## src/rtl/mem_pkg.sv

```systemverilog
// -----------------------------------------------------------------------------
// mem_pkg
// Shared types and helpers for the MEM-stage load/store unit.
//   mem_mask_e   : normalised access size/sign code (from funct3)
//   mem_state_e  : bus-transaction FSM states
//   mem_req_t    : request captured at issue and held for the whole transaction
//   decode_mask  : funct3 -> mem_mask_e (unused codes fall back to word)
//   is_misaligned: alignment rule for a given size and byte offset
// -----------------------------------------------------------------------------
package mem_pkg;

    typedef enum logic [2:0] {
        MASK_B  = 3'b000,
        MASK_H  = 3'b001,
        MASK_W  = 3'b010,
        MASK_BU = 3'b100,
        MASK_HU = 3'b101
    } mem_mask_e;

    typedef enum logic [1:0] {
        IDLE,
        REQ,
        WAIT,
        DONE
    } mem_state_e;

    typedef struct packed {
        logic        we;
        logic [31:0] addr;
        logic [3:0]  be;
        logic [31:0] wdata;
        mem_mask_e   mask;
        logic [1:0]  off;
    } mem_req_t;

    // Codes 011/110/111 have no defined meaning and are handled as full words.
    function automatic mem_mask_e decode_mask(input logic [2:0] funct3);
        case (funct3)
            3'b000:  return MASK_B;
            3'b001:  return MASK_H;
            3'b100:  return MASK_BU;
            3'b101:  return MASK_HU;
            default: return MASK_W;
        endcase
    endfunction

    function automatic logic is_misaligned(input mem_mask_e mask, input logic [1:0] off);
        case (mask)
            MASK_H, MASK_HU: return off[0];
            MASK_W:          return off != 2'b00;
            default:         return 1'b0;
        endcase
    endfunction

endpackage

```

## src/rtl/lsu_load_align.sv

```systemverilog
// -----------------------------------------------------------------------------
// lsu_load_align
// Combinational load alignment: selects the addressed byte/halfword lane of the
// bus read word and sign- or zero-extends it to 32 bits.
// Ports:
//   rdata     in  32  word returned by the bus
//   off       in  2   byte offset of the access within the word
//   mask      in      access size/sign (mem_mask_e)
//   load_data out 32  extended load result
// -----------------------------------------------------------------------------
module lsu_load_align
    import mem_pkg::*;
(
    input  logic [31:0] rdata,
    input  logic [1:0]  off,
    input  mem_mask_e   mask,
    output logic [31:0] load_data
);

    logic [7:0]  byte_sel;
    logic [15:0] half_sel;

    // NOTE: every signal written here gets a value before any branch; a path
    // that leaves one unassigned would infer a latch.
    always_comb begin
        byte_sel = 8'(rdata >> {off, 3'b000});
        // Halfwords are aligned, so only off[1] picks the lane.
        half_sel = off[1] ? rdata[31:16] : rdata[15:0];
        case (mask)
            MASK_B:  load_data = {{24{byte_sel[7]}}, byte_sel};
            MASK_BU: load_data = {24'h0, byte_sel};
            MASK_H:  load_data = {{16{half_sel[15]}}, half_sel};
            MASK_HU: load_data = {16'h0, half_sel};
            default: load_data = rdata;
        endcase
    end

endmodule

```

## src/rtl/mem_access_unit.sv

```systemverilog
// -----------------------------------------------------------------------------
// mem_access_unit
// MEM-stage responder: turns one load/store from the EX/MEM register into a
// single word-aligned bus transaction (valid/ready request, pulsed response),
// stalls the pipeline until it completes and returns the aligned load result.
// Ports:
//   clk, rst                      clock, asynchronous active-low reset
//   mem_rd_M, mem_wr_M            load / store request (both set = load)
//   mem_mask_M[2:0]               funct3 size/sign code
//   alu_o_M[31:0]                 byte address
//   wr_data_M[31:0]               store data, LSB-justified
//   stall_M                       hold IF..MEM pipeline registers
//   rd_data_M[31:0]               load result, valid in DONE
//   misalign_M                    misaligned access (IDLE only, combinational)
//   bus_err_M                     one-cycle pulse when a response times out
//   bus_req_valid/bus_req_ready   request handshake
//   bus_we, bus_addr, bus_be,
//   bus_wdata                     request fields
//   bus_rsp_valid, bus_rdata      response pulse and read word
// -----------------------------------------------------------------------------
module mem_access_unit
    import mem_pkg::*;
#(
    parameter int unsigned MAX_WAIT = 64
) (
    input  logic        clk,
    input  logic        rst,
    input  logic        mem_rd_M,
    input  logic        mem_wr_M,
    input  logic [2:0]  mem_mask_M,
    input  logic [31:0] alu_o_M,
    input  logic [31:0] wr_data_M,
    output logic        stall_M,
    output logic [31:0] rd_data_M,
    output logic        misalign_M,
    output logic        bus_err_M,
    output logic        bus_req_valid,
    input  logic        bus_req_ready,
    output logic        bus_we,
    output logic [31:0] bus_addr,
    output logic [3:0]  bus_be,
    output logic [31:0] bus_wdata,
    input  logic        bus_rsp_valid,
    input  logic [31:0] bus_rdata
);

    localparam int unsigned CNT_W = $clog2(MAX_WAIT + 1);

    mem_state_e       state_q, state_d;
    mem_req_t         req_q, req_d, req_now;
    logic [CNT_W-1:0] wait_cnt_q, wait_cnt_d;
    logic [31:0]      rd_data_q, rd_data_d;
    logic             bus_err_q, bus_err_d;
    logic [31:0]      load_data;
    mem_mask_e        mask_now;
    logic             access, misaligned, active;

    // Decode of the pipeline inputs into a bus request (used only in IDLE).
    always_comb begin
        mask_now      = decode_mask(mem_mask_M);
        access        = mem_rd_M | mem_wr_M;
        misaligned    = is_misaligned(mask_now, alu_o_M[1:0]);
        active        = access & ~misaligned;
        req_now       = '0;
        req_now.we    = mem_wr_M & ~mem_rd_M;
        req_now.addr  = {alu_o_M[31:2], 2'b00};
        req_now.mask  = mask_now;
        req_now.off   = alu_o_M[1:0];
        case (mask_now)
            MASK_B, MASK_BU: begin
                req_now.be    = 4'b0001 << alu_o_M[1:0];
                req_now.wdata = {4{wr_data_M[7:0]}};
            end
            MASK_H, MASK_HU: begin
                req_now.be    = 4'b0011 << alu_o_M[1:0];
                req_now.wdata = {2{wr_data_M[15:0]}};
            end
            default: begin
                req_now.be    = 4'hF;
                req_now.wdata = wr_data_M;
            end
        endcase
        if (!req_now.we) begin
            req_now.be = 4'hF;
        end
    end

    lsu_load_align u_load_align (
        .rdata     (bus_rdata),
        .off       (req_q.off),
        .mask      (req_q.mask),
        .load_data (load_data)
    );

    always_comb begin
        state_d       = state_q;
        req_d         = req_q;
        wait_cnt_d    = wait_cnt_q;
        rd_data_d     = rd_data_q;
        bus_err_d     = 1'b0;
        bus_req_valid = 1'b0;
        stall_M       = 1'b0;
        misalign_M    = 1'b0;
        bus_we        = req_q.we;
        bus_addr      = req_q.addr;
        bus_be        = req_q.be;
        bus_wdata     = req_q.wdata;

        case (state_q)
            IDLE: begin
                misalign_M = access & misaligned;
                if (active) begin
                    // Issue in the same cycle: bus fields come straight from
                    // the inputs while they are being latched.
                    req_d         = req_now;
                    bus_we        = req_now.we;
                    bus_addr      = req_now.addr;
                    bus_be        = req_now.be;
                    bus_wdata     = req_now.wdata;
                    bus_req_valid = 1'b1;
                    stall_M       = 1'b1;
                    state_d       = bus_req_ready ? WAIT : REQ;
                end
            end
            REQ: begin
                bus_req_valid = 1'b1;
                stall_M       = 1'b1;
                if (bus_req_ready) begin
                    state_d = WAIT;
                end
            end
            WAIT: begin
                stall_M    = 1'b1;
                wait_cnt_d = wait_cnt_q + 1'b1;
                if (bus_rsp_valid) begin
                    rd_data_d  = req_q.we ? 32'h0 : load_data;
                    wait_cnt_d = '0;
                    state_d    = DONE;
                end else if (wait_cnt_q == CNT_W'(MAX_WAIT - 1)) begin
                    // This is the MAX_WAIT-th silent cycle: abandon the access.
                    rd_data_d  = 32'h0;
                    bus_err_d  = 1'b1;
                    wait_cnt_d = '0;
                    state_d    = DONE;
                end
            end
            DONE: begin
                state_d = IDLE;
            end
            default: begin
                state_d = IDLE;
            end
        endcase
    end

    // NOTE: sequential state uses non-blocking assignments only, so every flop
    // samples the values from before this edge regardless of block ordering.
    // NOTE: all of these are control/result registers (no memory arrays), so
    // each one is cleared by reset to make every output start at 0.
    always_ff @(posedge clk or negedge rst) begin
        if (!rst) begin
            state_q    <= IDLE;
            req_q      <= '0;
            wait_cnt_q <= '0;
            rd_data_q  <= 32'h0;
            bus_err_q  <= 1'b0;
        end else begin
            state_q    <= state_d;
            req_q      <= req_d;
            wait_cnt_q <= wait_cnt_d;
            rd_data_q  <= rd_data_d;
            bus_err_q  <= bus_err_d;
        end
    end

    assign rd_data_M = rd_data_q;
    assign bus_err_M = bus_err_q;

endmodule

```

## config.mk

```make
export PLATFORM = sky130hd
export DESIGN_NAME = mem_access_unit
export DESIGN_NICKNAME = d
export VERILOG_FILES = /design/src/rtl/mem_pkg.sv /design/src/rtl/lsu_load_align.sv /design/src/rtl/mem_access_unit.sv
export SDC_FILE = /design/constraint.sdc
export NUM_CORES = 1
export LEC_CHECK = 0
export BUFFER_PORTS_ARGS = -buffer_cell sky130_fd_sc_hd__buf_2
export CORE_MARGIN = 2
export CORE_UTILIZATION = 45
export DETAILED_ROUTE_END_ITERATION = 10
export PLACE_DENSITY = 0.71
export SKIP_LAST_GASP = 1
export SLEW_MARGIN = 20
export SYNTH_ARGS = -nofsm -noshare
export SYNTH_HDL_FRONTEND = slang
export SYNTH_SLANG_ARGS = --single-unit
```

## constraint.sdc

```tcl
create_clock -name clk -period 4.45 [get_ports clk]
set_clock_uncertainty 0.1 [all_clocks]
set_input_delay 0 -clock clk [delete_from_list [all_inputs] [get_ports clk]]
set_output_delay 0 -clock clk [all_outputs]
set_load 0.02 [all_outputs]
```

==> results.json <==
{
  "floorplan.rows": 42,
  "final_common_cell": "buf_2",
  "final_nets": 972,
  "switching_share_pct": 39.8,
  "clock_path_buffers": 2,
  "drtPass1Iterations": 5,
  "r2r_end": "rd_data_M[7]",
  "yosysWarnings": 0,
  "synth.distinct_cells": 50,
  "cp_max_fo": 21,
  "n_fill_cell": 995,
  "critPathArrivalTime_ps": 3130,
  "grt-ovfl-total": 0,
  "path_clk_slew_ps": 50,
  "drcViolationCount": 0,
  "p_per_area_nw_per_um2": 679,
  "cp-start-kind": "flip-flop",
  "end_kind": "flip-flop",
  "netlist_area_um2": 6080,
  "synth_cells": 558,
  "grtUsageTotal_pct": 24.9,
  "first_iter_violations": 409,
  "root_buffer": "clkbuf_16",
  "place.gp.congestion": 0.908,
  "die_h_um": 120,
  "p_leak_nw": 4.22,
  "dp_hpwl_mm": 11.5,
  "cap_violations": 0,
  "initial_utilization_pct": 45.9,
  "synth_seq_area_share_pct": 46.9,
  "drive_gt1_share_pct": 38.8,
  "routedWlPerCell_um": 17.2,
  "r2r_start": "req_q[3]",
  "coreArea_um2": 13200,
  "p_int_w": 0.00364,
  "syn_to_final_growth_pct": 46.3,
  "numClockSinks": 114,
  "die_area_um2": 14500,
  "p_seq_share_pct": 30.9,
  "tightest_slew_ps": 1010,
  "routed_via_density": 5.49,
  "pwr-share-clk_pct": 21.7,
  "fin_crit_ps": 2890,
  "grt_first_pass_wirelength_mm": 28.5,
  "drtAntennaViolNets": 0,
  "max_freq_mhz": 346,
  "switchingPower_w": 0.00241,
  "cts_buffers": 17,
  "p_total_w": 0.00604,
  "setup_tns_ps": 0,
  "drv_slew": 0,
  "cts_tree": "built",
  "layout_common_cells": "206 x buf_2, 114 x dfrtp_1, 113 x dlygate4sd3_1",
  "holdPathEnd": "state_q[1]",
  "status": "finished clean",
  "worstHoldPathCells": 4,
  "totalWireLength_mm": 18.0,
  "rsz0062_at_grt": "no",
  "rrSetupSlack_ps": 1560,
  "synthFlopType": "dfrtp_1",
  "finalSetupViolCount": 0,
  "dieWidth_um": 120,
  "grt_pass1_vias": 5920,
  "avgSynthCellArea_um2": 10.9,
  "cts_htree_levels": 4,
  "slew_headroom_pct": 32.3,
  "synthArstFlopShare_pct": 100,
  "r2r_cells": 5,
  "max-vdd-ir-drop_uv": 417,
  "io-pin-count": 210,
  "hold_viol_final": 0,
  "place.port_buffers": 207,
  "insertion_delay_ps": 410,
  "antenna_found_initial": 0,
  "n_antenna_cell": 0,
  "cp.required_ps": 4690,
  "worstHoldStart": "mem_rd_M",
  "crit_type": "flip-flop to flip-flop",
  "ctsResizeCount": 0,
  "power_frac_comb_pct": 47.3,
  "synth_edf_count": 0,
  "vias": 5754,
  "hp-class": "primary input to flip-flop",
  "fin_crit_sh_pct": 65.0,
  "ys_seq_elements": 114,
  "grt_max_degree": 84
}
[state kept, by name (all words and copies together) (netlist names)]
signal and cells:
rd_data_M 32, wait_cnt_q 7, state_q 2, bus_err_M 1, req_q 72
[stage by stage]
stage          hold WS, ps  std cells  cell area (um^2)  util, %  worst slack [ps]
6_report              85.5       1048              8900     67.2              1560
5_1_grt               94.1       1048              8900     67.2              1350
4_1_cts               74.3       1048              8890     67.2              1230
3_5_place_dp          29.4        906              7190     54.3              1710
3_3_place_gp          29.1        906              7190     54.3              1810
2_1_floorplan         -396        559              6080        -              2260
[worst max-delay path, stage by stage (launching register included)]
cell	delay [ps]
dfrtp_1	780
clkinv_1	440
nor2_2	700
a22oi_1	130
nand2_1	110
dlygate4sd3_1	550
[worst max-delay path by stage]
stage                     slack [ps]            end  startpoint
after floorplan                 2260  rd_data_M[23]  state_q[0]
after global placement          1810  rd_data_M[28]    req_q[2]
after detailed placement        1710  rd_data_M[29]    req_q[2]
after CTS                       1230   rd_data_M[7]    req_q[3]
after global routing            1350   rd_data_M[7]    req_q[3]
final                           1560   rd_data_M[7]    req_q[3]
[Yosys cell counts, types with 4 or more instances]
cell / n / area share [%]
a21oi_1: 15 / 1.2
o22ai_1: 7 / 0.72
dfrtp_1: 114 / 47
clkbuf_1: 27 / 1.7
nand4_1: 4 / 0.41
mux2i_1: 30 / 4.9
a221o_1: 8 / 1.3
mux4_2: 4 / 1.5
a22o_1: 8 / 1.2
nand3_1: 9 / 0.74
ha_1: 5 / 1.0
a21o_1: 4 / 0.49
o22a_1: 9 / 1.3
a21boi_0: 4 / 0.49
a221o_2: 9 / 1.7
inv_1: 5 / 0.31
nand2_1: 51 / 3.1
o21ai_0: 73 / 6.0
mux2_2: 84 / 16
buf_2: 7 / 0.58
nor2b_1: 7 / 0.72
nand2b_1: 8 / 0.82
nor2_1: 17 / 1.0
nor3_1: 5 / 0.41
[timing repair]
action / 4_1_cts / 5_1_grt
setup buffers: 0 / 0
endpoints found under the hold margin: 170 / 0
hold buffers: 113 / 0
[cell families (layout without fill, tap and decap cells)]
| group | count (synthesis) | after routing | synth area share, % |
|---|---|---|---|
| AO/OA/AOI/OAI | 154 | 154 | 17.0 |
| XOR/XNOR | 2 | 2 | 0.288 |
| adder cells (fa/ha/maj) | 5 | 5 | 1.03 |
| buffers and inverters | 47 | 360 | 3.42 |
| flip-flops | 114 | 114 | 46.9 |
| multiplexers | 118 | 118 | 22.0 |
| other | 1 | 2 | 0.0617 |
| AND/OR/NAND/NOR | 117 | 117 | 9.30 |
[power groups by stage]
stage               registers [W]  logic, W  clock network (W)
floorplan                 0.00185   0.00191                  0
global placement          0.00182   0.00265                  0
detailed placement        0.00187   0.00272                  0
CTS                       0.00186   0.00283            0.00134
global route              0.00193   0.00307            0.00139
finish                    0.00187   0.00286            0.00131
[layout make-up]
type | instances | area (um^2) | share of cell area (%)
Inverter | 6 | 22.5 | 0.253
Timing Repair Buffer | 325 | 2210 | 24.8
Clock inverter | 6 | 80.1 | 0.900
Multi-Input combinational cell | 398 | 3030 | 34.0
Tap cell | 176 | 220 | 2.48
Sequential cell | 114 | 2850 | 32.1
Clock buffer | 23 | 488 | 5.49
[metal layers]
metal,part of all wire (%),wire length (um),global-route usage [%]
met1,39,7060,28.3
met3,7.1,1280,6.89
met5,0,0,0
met2,51,9160,43.5
met4,2.7,485,11.6
Power figures use the tool's default switching activity.
